`config.mk`:
```
export PLATFORM = sky130hd
export DESIGN_NAME = instr_fetch_flat
export DESIGN_NICKNAME = d
export VERILOG_FILES = /design/src/rtl/instr_fetch_pkg.sv /design/src/rtl/instr_fetch_if.sv /design/src/rtl/instr_fetch_buffer.sv /design/src/rtl/instr_fetch.sv /design/src/flat_wrapper.sv
export SDC_FILE = /design/constraint.sdc
export NUM_CORES = 1
export LEC_CHECK = 0
export CAP_MARGIN = 20
export CORE_MARGIN = 2
export CORE_UTILIZATION = 47
export DETAILED_ROUTE_END_ITERATION = 8
export PLACE_DENSITY = 0.82
export SLEW_MARGIN = 0
export SYNTH_ARGS = -nofsm -noshare
export SYNTH_HDL_FRONTEND = slang
export SYNTH_HIERARCHICAL = 1
export SYNTH_SLANG_ARGS = --single-unit
```
`constraint.sdc`:
```
create_clock -name clk -period 7.8 [get_ports clk]
set_clock_uncertainty 0.05 [all_clocks]
set_input_delay 1.56 -clock clk [delete_from_list [all_inputs] [get_ports clk]]
set_output_delay 1.56 -clock clk [all_outputs]
set_load 0.01 [all_outputs]
```
`src/rtl/instr_fetch_pkg.sv`:
```
// Shared types and constants for the instruction fetch stage.
// Build with IFU_MISALIGN_CHECK_EN to trap misaligned redirect targets.
package instr_fetch_pkg;

    localparam logic [31:0] IFU_RESET_PC     = 32'h0000_0000;
    localparam int          INSTR_WORD_BYTES = 4;
    localparam logic [31:0] INSTR_NOP        = 32'h0000_0013;

    typedef struct packed {
        logic [31:0] pc;
        logic [31:0] word;
    } fetch_entry_t;

    function automatic logic [31:0] word_align(input logic [31:0] a);
        return a & ~32'h0000_0003;
    endfunction

endpackage

```
`src/rtl/instr_fetch_if.sv`:
```
// Fetch stage bus: imem request/response, redirect and decoder handshake.
// master is the fetch stage side, slave the surrounding pipeline/memory.
interface instr_fetch_if;

    logic        imem_req_valid;
    logic        imem_req_ready;
    logic [31:0] imem_req_addr;
    logic        imem_resp_valid;
    logic [31:0] imem_resp_data;
    logic        redirect_valid;
    logic [31:0] redirect_pc;
    logic        instr_valid;
    logic        instr_ready;
    logic [31:0] instr;
    logic [31:0] instr_pc;
    logic [31:0] instr_pc_next;
    logic        fetch_fault;

    modport master (
        output imem_req_valid, imem_req_addr,
        input  imem_req_ready,
        input  imem_resp_valid, imem_resp_data,
        input  redirect_valid, redirect_pc,
        output instr_valid, instr, instr_pc, instr_pc_next,
        input  instr_ready,
        output fetch_fault
    );

    modport slave (
        input  imem_req_valid, imem_req_addr,
        output imem_req_ready,
        output imem_resp_valid, imem_resp_data,
        output redirect_valid, redirect_pc,
        input  instr_valid, instr, instr_pc, instr_pc_next,
        output instr_ready,
        input  fetch_fault
    );

endinterface

```
`src/rtl/instr_fetch_buffer.sv`:
```
// Synchronous FIFO holding fetched words with their PC.
// Flush wins over push and pop in the same cycle.
module fetch_buffer #(
    parameter  int DEPTH = 2,
    parameter  int WIDTH = 64,
    localparam int AW    = $clog2(DEPTH),
    localparam int CW    = $clog2(DEPTH + 1)
) (
    input  logic             clk,
    input  logic             rst,
    input  logic             push,
    input  logic             pop,
    input  logic             flush,
    input  logic [WIDTH-1:0] din,
    output logic [WIDTH-1:0] dout,
    output logic [CW-1:0]    count,
    output logic             empty
);

    logic [WIDTH-1:0] mem [DEPTH];
    logic [AW-1:0]    wr_ptr;
    logic [AW-1:0]    rd_ptr;

    always_ff @(posedge clk) begin
        if (rst || flush) begin
            wr_ptr <= '0;
            rd_ptr <= '0;
            count  <= '0;
        end else begin
            if (push) wr_ptr <= wr_ptr + 1'b1;
            if (pop)  rd_ptr <= rd_ptr + 1'b1;
            count <= count + CW'(push) - CW'(pop);
        end
    end

    always_ff @(posedge clk) begin
        if (push && !flush) mem[wr_ptr] <= din;
    end

    assign dout  = mem[rd_ptr];
    assign empty = (count == '0);

endmodule

```
`src/rtl/instr_fetch.sv`:
```
// Instruction fetch stage: PC, credit-limited imem requests, fetch buffer.
// IFU_MISALIGN_CHECK_EN makes misaligned redirects raise a sticky fault.
module instr_fetch
    import instr_fetch_pkg::*;
#(
    parameter logic [31:0] RESET_PC  = IFU_RESET_PC,
    parameter int          BUF_DEPTH = 2
) (
    input logic           clk,
    input logic           rst,
    instr_fetch_if.master bus
);

    localparam int          CW   = $clog2(BUF_DEPTH + 1);
    localparam logic [31:0] STEP = 32'(INSTR_WORD_BYTES);

    logic [31:0]  pc;
    logic [31:0]  resp_pc;
    logic [CW-1:0] in_flight;
    logic [CW-1:0] in_flight_next;
    logic [CW-1:0] discard;
    logic [CW-1:0] buf_count;
    logic [CW:0]   occupied;
    logic          fault;
    logic          req_fire;
    logic          resp_fire;
    logic          drop;
    logic          push;
    logic          pop;
    logic          buf_empty;
    logic [31:0]   target;
    fetch_entry_t  entry;
    fetch_entry_t  head;

    // Credit covers both in-flight and buffered words, so pushes never overflow.
    assign occupied = {1'b0, in_flight} + {1'b0, buf_count};
    assign bus.imem_req_valid = !rst && !bus.redirect_valid && !fault
                              && (occupied < (CW+1)'(BUF_DEPTH));
    assign bus.imem_req_addr  = pc;

    assign req_fire       = bus.imem_req_valid && bus.imem_req_ready;
    assign resp_fire      = bus.imem_resp_valid;
    assign in_flight_next = in_flight + CW'(req_fire) - CW'(resp_fire);

    assign drop  = bus.redirect_valid || fault || (discard != '0);
    assign push  = resp_fire && !drop && !rst;
    assign entry = '{pc: resp_pc, word: bus.imem_resp_data};

    assign bus.instr_valid   = !buf_empty && !bus.redirect_valid;
    assign pop               = bus.instr_valid && bus.instr_ready;
    assign bus.instr         = buf_empty ? '0 : head.word;
    assign bus.instr_pc      = buf_empty ? '0 : head.pc;
    assign bus.instr_pc_next = buf_empty ? '0 : head.pc + STEP;
    assign bus.fetch_fault   = fault;

    assign target = word_align(bus.redirect_pc);

    always_ff @(posedge clk) begin
        if (rst) begin
            pc        <= RESET_PC;
            resp_pc   <= RESET_PC;
            in_flight <= '0;
            discard   <= '0;
        end else begin
            in_flight <= in_flight_next;
            if (bus.redirect_valid) begin
                pc      <= target;
                resp_pc <= target;
                discard <= in_flight_next;
            end else begin
                if (req_fire) pc <= pc + STEP;
                if (push)     resp_pc <= resp_pc + STEP;
                if (resp_fire && discard != '0) discard <= discard - 1'b1;
            end
        end
    end

`ifdef IFU_MISALIGN_CHECK_EN
    always_ff @(posedge clk) begin
        if (rst)
            fault <= 1'b0;
        else if (bus.redirect_valid)
            fault <= (bus.redirect_pc[1:0] != 2'b00);
    end
`else
    assign fault = 1'b0;
`endif

    fetch_buffer #(
        .DEPTH (BUF_DEPTH),
        .WIDTH ($bits(fetch_entry_t))
    ) u_buf (
        .clk   (clk),
        .rst   (rst),
        .push  (push),
        .pop   (pop),
        .flush (bus.redirect_valid),
        .din   (entry),
        .dout  (head),
        .count (buf_count),
        .empty (buf_empty)
    );

endmodule

```
`src/flat_wrapper.sv`:
```
// flat-port wrapper written by rule: the top's interface ports become plain ports
module instr_fetch_flat import instr_fetch_pkg::*;
#(
    parameter logic [31:0] RESET_PC  = IFU_RESET_PC,
    parameter int          BUF_DEPTH = 2
)
  (clk, rst, bus_imem_req_valid, bus_imem_req_addr, bus_imem_req_ready, bus_imem_resp_valid, bus_imem_resp_data, bus_redirect_valid, bus_redirect_pc, bus_instr_valid, bus_instr, bus_instr_pc, bus_instr_pc_next, bus_instr_ready, bus_fetch_fault);
  instr_fetch_if bus_i ();
  input logic clk;
  input logic rst;
  output wire logic [$bits(bus_i.imem_req_valid)-1:0] bus_imem_req_valid;
  output wire logic [$bits(bus_i.imem_req_addr)-1:0] bus_imem_req_addr;
  input wire logic [$bits(bus_i.imem_req_ready)-1:0] bus_imem_req_ready;
  input wire logic [$bits(bus_i.imem_resp_valid)-1:0] bus_imem_resp_valid;
  input wire logic [$bits(bus_i.imem_resp_data)-1:0] bus_imem_resp_data;
  input wire logic [$bits(bus_i.redirect_valid)-1:0] bus_redirect_valid;
  input wire logic [$bits(bus_i.redirect_pc)-1:0] bus_redirect_pc;
  output wire logic [$bits(bus_i.instr_valid)-1:0] bus_instr_valid;
  output wire logic [$bits(bus_i.instr)-1:0] bus_instr;
  output wire logic [$bits(bus_i.instr_pc)-1:0] bus_instr_pc;
  output wire logic [$bits(bus_i.instr_pc_next)-1:0] bus_instr_pc_next;
  input wire logic [$bits(bus_i.instr_ready)-1:0] bus_instr_ready;
  output wire logic [$bits(bus_i.fetch_fault)-1:0] bus_fetch_fault;
  assign bus_imem_req_valid = bus_i.imem_req_valid;
  assign bus_imem_req_addr = bus_i.imem_req_addr;
  assign bus_i.imem_req_ready = bus_imem_req_ready;
  assign bus_i.imem_resp_valid = bus_imem_resp_valid;
  assign bus_i.imem_resp_data = bus_imem_resp_data;
  assign bus_i.redirect_valid = bus_redirect_valid;
  assign bus_i.redirect_pc = bus_redirect_pc;
  assign bus_instr_valid = bus_i.instr_valid;
  assign bus_instr = bus_i.instr;
  assign bus_instr_pc = bus_i.instr_pc;
  assign bus_instr_pc_next = bus_i.instr_pc_next;
  assign bus_i.instr_ready = bus_instr_ready;
  assign bus_fetch_fault = bus_i.fetch_fault;
  instr_fetch #(.RESET_PC(RESET_PC), .BUF_DEPTH(BUF_DEPTH)) u_core (.clk(clk), .rst(rst), .bus(bus_i));
endmodule
```
==> flow_metrics.py <==
metrics = {
    "route": {
        "vias_per_cell": 5.88,
        "drt_wl_total_microns": 25500,
        "met3WireLength_microns": 2950,
        "drt-met1-wl_microns": 10300,
        "wl_met2_microns": 11800,
        "vias": 8027,
        "dr.pass1.iters": 5,
        "top_layer_used": "met4",
        "drcViolationCount": 0,
        "drt_iter0_markers": 540,
        "detail-route-antenna-nets": 0,
        "post_drt_wl_per_cell_microns": 18.7,
    },
    "worst_setup_path": {
        "path_cells": "buf_4 -> mux2_2 -> nand2_1 -> or4_1 -> nor4_1 -> mux2_2 -> clkdlybuf4s50_1",
        "critPathBufInv": 2,
        "slowest_delay_ns": 0.69,
        "cp_slowest_cell": "buf_4",
        "cp_top_family": "buffers and inverters",
        "critPathMostFrequentCell": "mux2_2",
        "arrival_ns": 3.97,
        "crit_type": "reg2out",
        "end_kind": "output port",
        "start_kind": "register",
        "worstPathMaxFanout": 43,
        "critical_path_required_ns": 6.19,
    },
    "clocking": {
        "clk_path_buf_depth": 2,
        "post-cts-setup-buffers": 0,
        "clock_latency_ns": 0.43,
        "cts_max_level": 4,
        "clk_pin_slew_ns": 0.07,
        "cts_buffers": 17,
        "clock-sinks": 197,
        "cts_tree": "done",
        "clock_tree.root_cell": "clkbuf_16",
        "cts.hold.buffers_added": 0,
        "cts_resized": 0,
    },
    "sta": {
        "relSlewSlack_pct": 25.0,
        "tightest_slew_ns": 1.12,
        "min_period_ns": 5.58,
        "setup_tns_ns": 0,
        "drv_slew": 0,
        "hold_viol": 0,
        "period_share_pct": 71.6,
        "rsz0062_at_grt": "no",
        "fmaxAchievable_mhz": 179,
        "setup_viol": 0,
    },
    "synthesis": {
        "synth.top_cells.by_area": "edfxtp_1 (38%), dfxtp_1 (14%), mux2_4 (8.8%), nor2b_1 (4.0%), nand4_1 (2.5%)",
        "synth_top_family_by_area": "simple AND/OR/NAND/NOR gates",
        "synth-compound-area-share_pct": 8.97,
        "synth_most_common_cell": "edfxtp_1",
        "synth_simple_gate_area_share_pct": 21.2,
        "seq_area_frac_synth_pct": 51.1,
        "avgSynthCellArea_sq_um": 11.2,
        "synthAdderAreaFrac_pct": 1.17,
        "ys_ff_latch": 197,
        "ys.flop_type": "edfxtp_1",
        "syn-cell-area_sq_mm": 0.0102,
        "synthXorXnorAreaFrac_pct": 2.62,
        "yosysUniqueCellTypes": 70,
        "ys_warn_count": 6,
        "synth_top_area_cell": "edfxtp_1",
        "synth_top_area_share_pct": 37.6,
        "yosys-top-cells-count": "edfxtp_1 (128), dfxtp_1 (69), nand2_1 (66), nor2b_1 (65), mux2_4 (60)",
        "netlist_instances": 909,
        "synthArstFlopShare_pct": 0,
        "muxShareOfSynthArea_pct": 10.7,
        "synth_edf_count": 128,
    },
    "pwr": {
        "p_leak_nw": 4.24,
        "powerDensity_mw_per_mm2": 178,
        "irDropWorstVdd_v": 0.000145,
    },
    "global_routing": {
        "grtUsageTotal_pct": 21.9,
        "grt_start_max_net_pins": 96,
        "antenna_found_initial": 0,
        "globalRouteOverflowTotal": 0,
        "grt_pass1_wl_microns": 38900,
        "first_global_vias": 7393,
    },
    "die": {
        "dieWidth_microns": 151,
        "core-area_sq_mm": 0.0212,
        "die_h_microns": 151,
        "start_util_pct": 48.3,
        "row_count": 53,
        "ioPinCount": 201,
        "dieArea_sq_mm": 0.0230,
    },
    "final_layout": {
        "stdcell_count": 1366,
        "final_nets": 1157,
        "antenna_cells": 0,
        "drive_gt1_share_pct": 11.5,
        "area_delta_synth_final_pct": 25.4,
    },
    "placement": {
        "port_buffers": 195,
        "dpl.cell_count": 1334,
        "hpwl_microns": 17900,
        "place_congestion": 0.881,
    },
    "job": {
        "max_cap_violations": 0,
    },
    "outcome": {
        "status": "finished, final reports clean",
    },
    "worst_hold_path": {
        "hp-class": "reg2reg",
    },
}
==> final timing paths <==
kind,cells past startpoint,slack [ns],start,to
worst min register to register,0,0.48,u_core/resp_pc[28],u_core/u_buf/mem[0][60]
worst max register to register,7,4.38,u_core/discard[0],u_core/u_buf/mem[1][56]
worst min-delay path,0,0.48,u_core/resp_pc[28],u_core/u_buf/mem[0][60]
worst max-delay path,7,2.22,register,bus_instr_pc_next[31]
==> stage by stage <==
| stage | worst slack, ns | cell area [sq um] | power [mW] | utilization [%] | hold WS, ns |
|---|---|---|---|---|---|
| 6_report | 2.22 | 12800 | 2.28 | 60.6 | 0.484 |
| 5_1_grt | 2.01 | 12800 | 2.36 | 60.6 | 0.498 |
| 4_1_cts | 2.19 | 12800 | 2.29 | 60.6 | 0.484 |
| 3_5_place_dp | 2.56 | 12300 | 1.45 | 58.0 | 0.461 |
| 3_3_place_gp | 2.63 | 12300 | 1.45 | 58.0 | 0.431 |
| 2_1_floorplan | 0.171 | 10200 | 1.33 | - | 0.405 |
==> cell type report <==
cell class / instances / area, sq um
fill: 1718 / 8330
sequential: 197 / 5230
multi-input combinational: 639 / 4610
timing repair buffer: 203 / 2010
clock buffer: 22 / 464
tap: 275 / 344
clock inverter: 10 / 96.3
inverter: 20 / 75.1
==> registers in the layout, summed over array words and instances (netlist names), named ones only <==
| signal | cells |
|---|---|
| u_core/discard | 2 |
| u_core/u_buf/mem | 128 |
| u_core/bus.imem_req_addr | 30 |
| u_core/resp_pc | 30 |
| u_core/u_buf/count | 2 |
| u_core/in_flight | 2 |
| u_core/u_buf/wr_ptr | 1 |
| u_core/u_buf/rd_ptr | 1 |
==> layer usage <==
metal / GRT usage, % / up-vias
li1: - / 3765
met1: 28.2 / 3776
met2: 35.6 / 444
met3: 6.71 / 42
met4: 7.18 / 0
met5: 0 / -
==> layout by cell type, fill, tap and decap left out, types with 9 or more instances in the layout <==
| cell | netlist | routed |
|---|---|---|
| nor2b_1 | 65 | 65 |
| mux2_4 | 60 | 60 |
| o311ai_0 | 10 | 10 |
| or4_1 | 21 | 21 |
| clkbuf_16 | 0 | 17 |
| dfxtp_1 | 69 | 68 |
| nor4_1 | 16 | 16 |
| mux2_2 | 16 | 16 |
| a31oi_1 | 20 | 20 |
| or3_1 | 13 | 13 |
| o211ai_1 | 10 | 10 |
| nand2_1 | 66 | 66 |
| nor3_1 | 24 | 24 |
| nor2_1 | 46 | 45 |
| xor2_1 | 19 | 19 |
| and4_1 | 14 | 14 |
| nand4_1 | 41 | 41 |
| o21ai_0 | 9 | 9 |
| and2_1 | 15 | 15 |
| a21oi_1 | 20 | 20 |
| xnor2_1 | 9 | 9 |
| inv_1 | 18 | 18 |
| edfxtp_1 | 128 | 128 |
| nand3_1 | 41 | 41 |
| clkdlybuf4s50_1 | 0 | 194 |
==> kinds of logic (layout without fill, tap and decap cells) <==
group	after synthesis	after routing
fa+ha+maj	9	9
buf+inv	79	255
flops	197	197
xor+xnor	29	29
simple gates	389	389
mux	77	77
other cells	1	7
compound gates	128	128
==> report_power, final <==
part	switching, mW	internal, mW
Sequential	0.0441	1.15
Clock	0.377	0.461
Combinational	0.123	0.124
Total	0.545	1.73
Note: power is estimated with default switching activity, not from simulation.
